### config.mk
export PLATFORM = sky130hd
export DESIGN_NAME = hazard_control_unit
export DESIGN_NICKNAME = d
export VERILOG_FILES = /design/src/rtl/hazard_control_unit.sv
export SDC_FILE = /design/constraint.sdc
export NUM_CORES = 1
export LEC_CHECK = 0
export CAP_MARGIN = 20
export CORE_UTILIZATION = 32
export DETAILED_ROUTE_END_ITERATION = 8
export PLACE_DENSITY_LB_ADDON = 0.08
export SLEW_MARGIN = 10
export SYNTH_ARGS = -nofsm -noshare
export SYNTH_HDL_FRONTEND = slang
export SYNTH_SLANG_ARGS = --single-unit
### constraint.sdc
create_clock -name i_clk -period 2.55 [get_ports i_clk]
set_input_delay 0.51 -clock i_clk [delete_from_list [all_inputs] [get_ports i_clk]]
set_output_delay 0.51 -clock i_clk [all_outputs]
set_load 0.03 [all_outputs]
### src/rtl/hazard_control_unit.sv
// hazard_control_unit
// Pipeline hazard controller for the fetch/decode and decode/execute-memory
// buffers and the PC register. It handles taken branches, load-use stalls
// and two-word PC push/pop transfers.
// Optional build macro: HAZARD_PERF_COUNTERS_EN adds saturating stall and
// flush counters. Without it, both counter outputs are tied to zero.
//
// state    | meaning
// ---------+-----------------------------------------------------------
// ST_RUN   | normal flow; branch, push/pop and load-use are evaluated
// ST_XFER  | second (high) 16-bit word of a PC push/pop transfer
// ST_DRAIN | after a pop: load the popped PC and flush the front end

module hazard_control_unit (
  input  logic        i_clk,
  input  logic        i_reset,
  input  logic [2:0]  i_dec_rs1,
  input  logic        i_dec_rs1_used,
  input  logic [2:0]  i_dec_rs2,
  input  logic        i_dec_rs2_used,
  input  logic [2:0]  i_ex_rd,
  input  logic        i_ex_mem_read,
  input  logic        i_ex_write_back,
  input  logic        i_ex_push_pc,
  input  logic        i_ex_pop_pc,
  input  logic        i_branch_taken,
  output logic        o_pc_enable,
  output logic        o_fd_enable,
  output logic        o_fd_flush,
  output logic        o_de_enable,
  output logic        o_de_flush,
  output logic        o_pc_half,
  output logic        o_busy,
  output logic [15:0] o_stall_count,
  output logic [15:0] o_flush_count
);

  typedef enum logic [1:0] {
    ST_RUN   = 2'd0,
    ST_XFER  = 2'd1,
    ST_DRAIN = 2'd2
  } state_t;

  state_t state_q, state_d;
  logic   pop_q, pop_d;
  logic   load_use;

  assign load_use = i_ex_mem_read & i_ex_write_back &
                    ((i_dec_rs1_used & (i_dec_rs1 == i_ex_rd)) |
                     (i_dec_rs2_used & (i_dec_rs2 == i_ex_rd)));

  // Next-state and control outputs. Reset forces the safe values.
  always_comb begin
    state_d     = state_q;
    pop_d       = pop_q;
    o_pc_enable = 1'b1;
    o_fd_enable = 1'b1;
    o_fd_flush  = 1'b0;
    o_de_enable = 1'b1;
    o_de_flush  = 1'b0;
    o_pc_half   = 1'b0;
    o_busy      = (state_q != ST_RUN);

    case (state_q)
      ST_RUN: begin
        if (i_branch_taken) begin
          o_fd_flush = 1'b1;
          o_de_flush = 1'b1;
        end else if (i_ex_push_pc || i_ex_pop_pc) begin
          // Hold the CALL/RET in EX/M while the first word moves.
          o_pc_enable = 1'b0;
          o_fd_enable = 1'b0;
          o_de_enable = 1'b0;
          pop_d       = i_ex_pop_pc;
          state_d     = ST_XFER;
        end else if (load_use) begin
          o_pc_enable = 1'b0;
          o_fd_enable = 1'b0;
          o_de_flush  = 1'b1;
        end
      end
      ST_XFER: begin
        o_pc_half   = 1'b1;
        o_pc_enable = 1'b0;
        o_fd_enable = 1'b0;
        o_de_flush  = 1'b1;
        state_d     = pop_q ? ST_DRAIN : ST_RUN;
      end
      ST_DRAIN: begin
        o_fd_flush = 1'b1;
        o_de_flush = 1'b1;
        state_d    = ST_RUN;
      end
      default: state_d = ST_RUN;
    endcase

    if (i_reset) begin
      o_pc_enable = 1'b0;
      o_fd_enable = 1'b0;
      o_de_enable = 1'b0;
      o_fd_flush  = 1'b1;
      o_de_flush  = 1'b1;
      o_pc_half   = 1'b0;
      o_busy      = 1'b0;
    end
  end

  // State register, together with the latched push-vs-pop flag.
  always_ff @(posedge i_clk or posedge i_reset) begin
    if (i_reset) begin
      state_q <= ST_RUN;
      pop_q   <= 1'b0;
    end else begin
      state_q <= state_d;
      pop_q   <= pop_d;
    end
  end

`ifdef HAZARD_PERF_COUNTERS_EN
  logic [15:0] stall_cnt_q, stall_cnt_d;
  logic [15:0] flush_cnt_q, flush_cnt_d;

  // Saturating increments. The outputs are already forced while in reset.
  always_comb begin
    stall_cnt_d = stall_cnt_q;
    flush_cnt_d = flush_cnt_q;
    if (!o_pc_enable && (stall_cnt_q != 16'hFFFF))
      stall_cnt_d = stall_cnt_q + 16'd1;
    if ((o_fd_flush || o_de_flush) && (flush_cnt_q != 16'hFFFF))
      flush_cnt_d = flush_cnt_q + 16'd1;
  end

  // Counter registers, cleared by reset.
  always_ff @(posedge i_clk or posedge i_reset) begin
    if (i_reset) begin
      stall_cnt_q <= 16'h0000;
      flush_cnt_q <= 16'h0000;
    end else begin
      stall_cnt_q <= stall_cnt_d;
      flush_cnt_q <= flush_cnt_d;
    end
  end

  assign o_stall_count = stall_cnt_q;
  assign o_flush_count = flush_cnt_q;
`else
  assign o_stall_count = 16'h0000;
  assign o_flush_count = 16'h0000;
`endif

endmodule

==> metrics list, run 1 <==
- WP buf/inv: 2
- Worst vdd ir: 0.3803 mV
- Post-detailed-routing wire length: 1063 microns
* Mean routed wirelength per cell: between 8 and 9 microns
- Die extent in y: 45.01 microns
- WP depth: 3
* Type of the most critical hold path: register to register
* Pin count of the biggest net entering global routing: 9
- The first detailed-routing pass ran for 4 iterations.
* Clock sink count: 3
- STA puts the critical path data required time at 2040 ps.
* DP Cell Count: 125
- Effective utilization at floorplan: 34.28%
* # IOs: 57
- The worst setup path is captured at an output port.
- Routability-driven placement finished with a final weighted congestion of 0.6905.
* Global-route wire length before repair: 1649 microns
- Area grow syn2layout: 30.44%
* Reported leakage power: 0.3951 nW
- Post-detailed-route count of antenna-violating nets: 0
- Crit-path max FO: 5
- DRC errors left: 0
* Syn Inst Count: 76
- On the worst path, the slowest cell contributes a delay of 590 ps.
- Number of synthesis warnings: 0
* Latest clock arrival within the worst-skew pair: 230 ps
- Inserted Diodes: 0
- Of the total power, combinational logic draws 70.7%.
- Port-buffer cells: 24
- In this run, post-CTS hold repair placed 0 buffers.
- After layout, the minimum clock period comes to 2424 ps.
- For this run, the total global-route usage over all layers was measured as 11.31%.
* Total die area: around 2000 sq um
- Outcome: finished clean
* Initial antenna violation count: 0
- Worst Hold Depth: 1
* Startpoint Class: input pin
- In this run, synthesis produced a sequential element count of 3.
- Maximum level of the CTS H-tree: 1
- Sequential cells account for about 15% of the total power.
- Cells traversed along the worst timing path: clkdlybuf4s50_1, a211o_1, clkdlybuf4s50_1
* Core outline area: 1727 sq um
- Library cell with the largest summed area after synthesis: sky130_fd_sc_hd__buf_4
* Cell family contributing the most delay on the critical path: buffers and inverters
* Type of the worst setup path: input pin to output port
- Derived from the worst setup path, the maximum achievable clock frequency is 0.4125 GHz.
* CTS tree: yes
- Of the available clock period, the critical path in the final layout requires 95.08%.
- Async S/R FF share, synth: 100.0%
* Final setup violating endpoints: 0
- The final-report hold violation count is 0.
* Portion of total power attributed to the clock network: 14.1%
* Vias in the first global route: 411
- Final clock skew: roughly 0.56 ps
- Across the run, the number of max-cap violations was 0.
* Slowest cell on the critical path: sky130_fd_sc_hd__clkdlybuf4s50_1
- The net count of the finished layout is 127.
* Power density over cell area: 753.5 nW/um^2
- In this design, the critical path's most frequently occurring cell is sky130_fd_sc_hd__clkdlybuf4s50_1.
* Commonest register cell after synthesis: sky130_fd_sc_hd__dfrtp_1
* Per-cell via count in the routed design: roughly 3.7
- Depth of the worst register-to-register path: 5
- The tree is rooted in a sky130_fd_sc_hd__clkbuf_4.
* Post-synthesis area per instance: around 8 sq um
- # Post-CTS Setup Buffers: 0
- sky130_fd_sc_hd__buf_4 is the most common cell in the netlist.
- Area contributors post-synth: sky130_fd_sc_hd__buf_4, sky130_fd_sc_hd__dfrtp_1, sky130_fd_sc_hd__xnor2_1
* Largest buffer count on any clock path: 2
- The floorplan has 15 rows.
- TritonCTS created 3 clock buffers.
- Cell internal power was estimated by the tool at 0.0002887 W.
- Die outline width: about 45 microns
- Total overflow reported by the global router: 0
- Proportion of layout cells with a drive suffix above 1: 10.58%
- Fin. max-slew vios: 0
* HPWL Detailed: 943.2 microns
* Setup_tns: 0 ps
* Distinct cell type count after synthesis: 21
* EDFF count, synth: 0
- For this design the total switching power over the nets is 0.0002930 W.
- Synth top area share: roughly two fifths
- Clock-pin slew was measured on the worst setup and hold paths at 40 ps.
- Crit path arrival time: approximately 1900 ps
- Number of non-filler instances in the completed layout: roughly 130
- After the first detailed-routing iteration, the DRC count stood at 6.
* Cell types with the highest counts after synthesis: sky130_fd_sc_hd__buf_4, sky130_fd_sc_hd__xnor2_1, sky130_fd_sc_hd__nor2_1
- The detailed router placed 476 vias in this run.
* Unrepaired setup endpoints after global routing: false
* Switch share: 50.38%
* Sequential element share of the synthesized area: between 10 and 15%
- Summing every instance area after synthesis gives 591.8 sq um.
sequential cells by signal, indices dropped and copies added (netlist names):
register  count
pop_q         1
state_q       2
per-layer routing:
layer | up-vias | track usage [%] | part of all wire (%)
li1 | 236 | - | -
met3 | 0 | 2.400 | 5.9
met1 | 216 | 12.99 | 42
met2 | 24 | 19.71 | 52
met5 | - | 0 | 0
met4 | 0 | 5.455 | 0
final timing paths:
path / from / end / slack [ps]
max in group asynchronous: i_reset / state_q[1] / 1790
min reg2reg: pop_q / pop_q / 500
min in group asynchronous: i_reset / state_q[0] / 620
max: i_reset / o_fd_flush / 130
min: pop_q / pop_q / 500
max reg2reg: state_q[0] / pop_q / 1150
cells by family (layout without fill, tap and decap cells):
| logic type | after synthesis | count (layout) | synth area share (%) |
|---|---|---|---|
| fa+ha+maj | 4 | 4 | 8.457 |
| compound gates | 11 | 11 | 12.47 |
| flops | 3 | 3 | 12.68 |
| xor+xnor | 6 | 6 | 8.879 |
| buf+inv | 37 | 34 | 44.40 |
| simple gates | 14 | 14 | 12.47 |
| other cells | 1 | 32 | 0.6336 |
repair_timing:
item	in CTS	in global routing
endpoints found under the hold margin	0	0
endpoints found under the setup margin	0	1
resized for setup	0	1
power by group through the flow:
stage | clock, W | combinational, W | sequential [W]
floorplan | 0 | 0.000332 | 0.0000848
global placement | 0 | 0.000417 | 0.0000897
detailed placement | 0 | 0.000414 | 0.0000903
CTS | 0.0000880 | 0.000416 | 0.0000893
global route | 0.0000920 | 0.000448 | 0.0000916
finish | 0.0000817 | 0.000411 | 0.0000888
cells in the final DEF (no fill, tap or decap), types with 2 or more instances in the layout:
cell,instances
sky130_fd_sc_hd__a21oi_2,2
sky130_fd_sc_hd__buf_4,5
sky130_fd_sc_hd__clkbuf_4,3
sky130_fd_sc_hd__clkdlybuf4s50_1,20
sky130_fd_sc_hd__conb_1,32
sky130_fd_sc_hd__dfrtp_1,3
sky130_fd_sc_hd__ha_1,4
sky130_fd_sc_hd__inv_1,4
sky130_fd_sc_hd__nand2_1,3
sky130_fd_sc_hd__nand4_1,2
sky130_fd_sc_hd__nor2_1,5
sky130_fd_sc_hd__o21ai_0,3
sky130_fd_sc_hd__xnor2_1,6
layout make-up:
type	count	area, sq um
sequential	3	75.07
fill	207	954.7
clock buffer	4	26.28
tap	25	31.28
multi-input combinational	67	374.1
inverter	4	15.01
timing repair buffer	26	250.2
through the flow:
step / setup slack [ps] / utilization, % / hold slack [ps] / area [sq um] / total power (W)
after floorplan: 136.7 / - / 269.4 / 711.9 / 0.0004170
after global placement: 56.22 / 43.04 / 504.2 / 743.2 / 0.0005070
after detailed placement: 34.85 / 43.04 / 495.7 / 743.2 / 0.0005041
after CTS: 6.430 / 44.57 / 504.0 / 769.5 / 0.0005929
after global routing: 67.38 / 44.71 / 508.6 / 772.0 / 0.0006311
final: 125.6 / 44.71 / 497.6 / 772.0 / 0.0005817
(Power assumes the default switching activity.)
==> inputs of run 2 (changes only) <==
--- a/config.mk
+++ b/config.mk
@@ -9,6 +9,7 @@
 export CORE_UTILIZATION = 32
 export DETAILED_ROUTE_END_ITERATION = 8
 export PLACE_DENSITY_LB_ADDON = 0.08
+export SKIP_LAST_GASP = 1
 export SLEW_MARGIN = 10
 export SYNTH_ARGS = -nofsm -noshare
 export SYNTH_HDL_FRONTEND = slang
==> results of run 2 <==
The final DEF is identical to that of run 1; final timing and power are the same.
==> inputs of run 3 (changes only) <==
--- a/config.mk
+++ b/config.mk
@@ -5,6 +5,7 @@
 export SDC_FILE = /design/constraint.sdc
 export NUM_CORES = 1
 export LEC_CHECK = 0
+export ABC_AREA = 0
 export CAP_MARGIN = 20
 export CORE_UTILIZATION = 32
 export DETAILED_ROUTE_END_ITERATION = 8
==> constraint.sdc (replaced) <==
create_clock -name i_clk -period 2.9 [get_ports i_clk]
set_input_delay 0.58 -clock i_clk [delete_from_list [all_inputs] [get_ports i_clk]]
set_output_delay 0.58 -clock i_clk [all_outputs]
set_load 0.03 [all_outputs]
==> run 3 against run 2 <==
  * Wire length decreased by 4.0%
  * Worst hold slack improved by 4.0 ps
  * Count of clock-buffer cells in the layout unchanged
  * First-iteration DRC count decreased by 33%
  * Die area unchanged
  * Cell count increased by 0.78%
  * Total power decreased by 12%
  * Utilization increased by 0.36 points
  * Clock power decreased by 13%
  * Via count decreased by 0.42%
  * Critical path type unchanged
  * Largest cell class unchanged
  * Highest routed layer unchanged
==> metrics list, run 3 (same netlist as run 1, synthesis figures left out) <==
* Per-cell via count in the routed design: 3.646
- Final design area excluding fillers: just under 800 sq um
- Registers with the most flip-flops: state_q x2, pop_q x1
* Final setup violating endpoints: 0
- Reported leakage power: around 0.4 nW
* Launching point of the worst reg2reg path: state_q[0]
- Outcome: finished clean
- Cells traversed along the worst timing path: clkdlybuf4s50_1, buf_4, nor2b_4, a21oi_2, clkdlybuf4s50_1
* Crit path largest cell delay: about 690 ps
- Worst setup slack for register-to-register paths: 1470 ps
- The final critical path takes up 94.65% of the cycle.
* Total overflow reported by the global router: 0
* Slowest cell on the critical path: sky130_fd_sc_hd__clkdlybuf4s50_1
- The worst register-to-register path ends at pop_q.
* Unrepaired setup endpoints after global routing: false
- Inserted Clock Buffers: 3
* DRC errors left: 0
- Post-detailed-routing wire length: slightly above 1000 microns
- The congestion estimate from routability-driven global placement came to 0.6952.
- Among cell families on the critical path, the largest total delay comes from buffers and inverters.
- The total area inside the core boundary comes to 1727 sq um.
- Inserted Diodes: 0
- The count of buffers added on input and output ports is 24.
* CTS clock-pin slew for the worst setup and hold paths: 30 ps
* Pin count of the biggest net entering global routing: 9
* Gr usage total: about 11%
* Latest clock arrival within the worst-skew pair: 230 ps
* WP buf/inv: 3
* Number of rows in the core area: 15
- Power density over cell area: 656.7 nW/um^2
* Hold Fails Final Rpt: 0
- The min-delay analysis places its worst path in the category register to register.
- In this run the horizontal extent of the chip is 45.01 microns.
- HPWL Detailed: 896.5 microns
- No sink is reached through more buffers than the 2 on the longest clock path.
* DP Cell Count: ~130
* Number of non-filler instances in the completed layout: between 100 and 150
- Critical Path End: o_de_enable
- WP depth: 5
- Crit. End Element: output port
- The initial antenna violation count is 0.
* Fin. max-slew vios: 0
- Achievable Freq: 0.3643 GHz
- The library cell used most frequently in the layout, excluding fill and tap cells, is sky130_fd_sc_hd__conb_1.
* # IOs: 57
- Global-route wire length before repair: 1676 microns
* Crit-path max FO: 5
* Cell area after placement: 749.5 sq um
- For this run, global-route usage on met3 was measured as 4.400%.
* Most Used Layer, Global Route: met2
* CTS root buffer: sky130_fd_sc_hd__clkbuf_4
* CTS tree: yes
* Crit path arrival time: 2160 ps
- More flip-flops sit in one register than any other, and that register is state_q.
* Mean routed wirelength per cell: 7.854 microns
* Final clock skew: 1.730 ps
- The initial utilization of the core area, before any placement, comes to 34.28%.
- Worst vdd ir: about 0.44 mV
* Largest register FFs: 2
- Setup total negative slack on the finished layout was measured at 0 ps.
* Vias in the first global route: around 370
* Clock sink count: 3
- Startpoint Class: input pin
- Before antenna repair, the detailed router went through 4 iterations.
- The die is 45.01 microns tall.
- Summing over every cut layer, the via total after detailed routing is 474.
- Max-cap violations: 0
- The area growth from synthesis to layout is 31.50%.
* Proportion of layout cells with a drive suffix above 1: approximately a tenth
- First-iteration detailed-routing DRC count: 4
- The clock period could shrink to between 2000 and 3000 ps.
- The die covers 2025 sq um.
* Data required, critical path: approximately 2300 ps
- Critical path launch point: i_branch_taken
- Final Net Count: 128
- Global routing used 16.23% of the available met2 tracks.
* Most used cell along the critical path: sky130_fd_sc_hd__clkdlybuf4s50_1
- The setup path with the least slack is of type input pin to output port.
- Depth of the worst register-to-register path: 5
* Met1 routing resource usage after global routing: 16.22%
- Maximum level of the CTS H-tree: 1
- In the layout the commonest cells are sky130_fd_sc_hd__conb_1, sky130_fd_sc_hd__clkdlybuf4s50_1, sky130_fd_sc_hd__xnor2_1.
* Post-detailed-route count of antenna-violating nets: 0
==> run 3: cell types whose count changed in the layout (fill, tap and decap cells not counted) <==
cell                              delta
sky130_fd_sc_hd__a21oi_1             +1
sky130_fd_sc_hd__a21oi_2             -1
sky130_fd_sc_hd__clkdlybuf4s50_1     +1
==> run 3: how the worst min path moves through the flow <==
stage / to / slack [ps] / from / depth (start not counted)
floorplan: pop_q / 340 / i_reset / 1
global placement: state_q[1] / 500 / pop_q / 2
detailed placement: pop_q / 490 / pop_q / 1
CTS: pop_q / 500 / pop_q / 1
global route: pop_q / 540 / pop_q / 1
finish: pop_q / 500 / pop_q / 1
==> run 3: report_power, final <==
| part | internal, W | switching, W | leakage, nW |
|---|---|---|---|
| combinational | 0.000141 | 0.000221 | 0.340 |
| sequential | 0.0000621 | 0.0000159 | 0.0374 |
| clock | 0.0000514 | 0.0000197 | 0.0150 |
| total | 0.000255 | 0.000256 | 0.393 |
==> run 3: per-layer routing <==
metal | up-vias | routed length [microns]
li1 | 239 | -
met1 | 206 | 483
met2 | 29 | 441
met3 | 0 | 96
met4 | 0 | 0
met5 | - | 0
==> run 3: cell type report <==
| type | instances | area (sq um) |
|---|---|---|
| Sequential cell | 3 | 75.07 |
| Multi-Input combinational cell | 67 | 370.4 |
| Tap cell | 25 | 31.28 |
| Clock buffer | 4 | 26.28 |
| Timing Repair Buffer | 27 | 260.3 |
| Fill cell | 173 | 948.4 |
| Inverter | 4 | 15.01 |
==> run 3: what timing repair did <==
item,4_1_cts,5_1_grt
endpoints found under the hold margin,0,0
hold buffers,0,0
endpoints found under the setup margin,0,1
gates resized for setup,0,1
buffers inserted,0,0
==> run 3: per-stage QoR <==
stage / utilization (%) / total power (W) / hold WS (ps) / setup slack (ps)
after global routing: 45.07 / 0.0005573 / 536.0 / 71.30
after floorplan: - / 0.0003645 / 339.4 / 200.6
after global placement: 43.41 / 0.0004435 / 501.8 / 63.59
final: 45.07 / 0.0005111 / 501.6 / 155.3
after CTS: 44.93 / 0.0005174 / 503.7 / 33.35
after detailed placement: 43.41 / 0.0004428 / 485.2 / 37.65
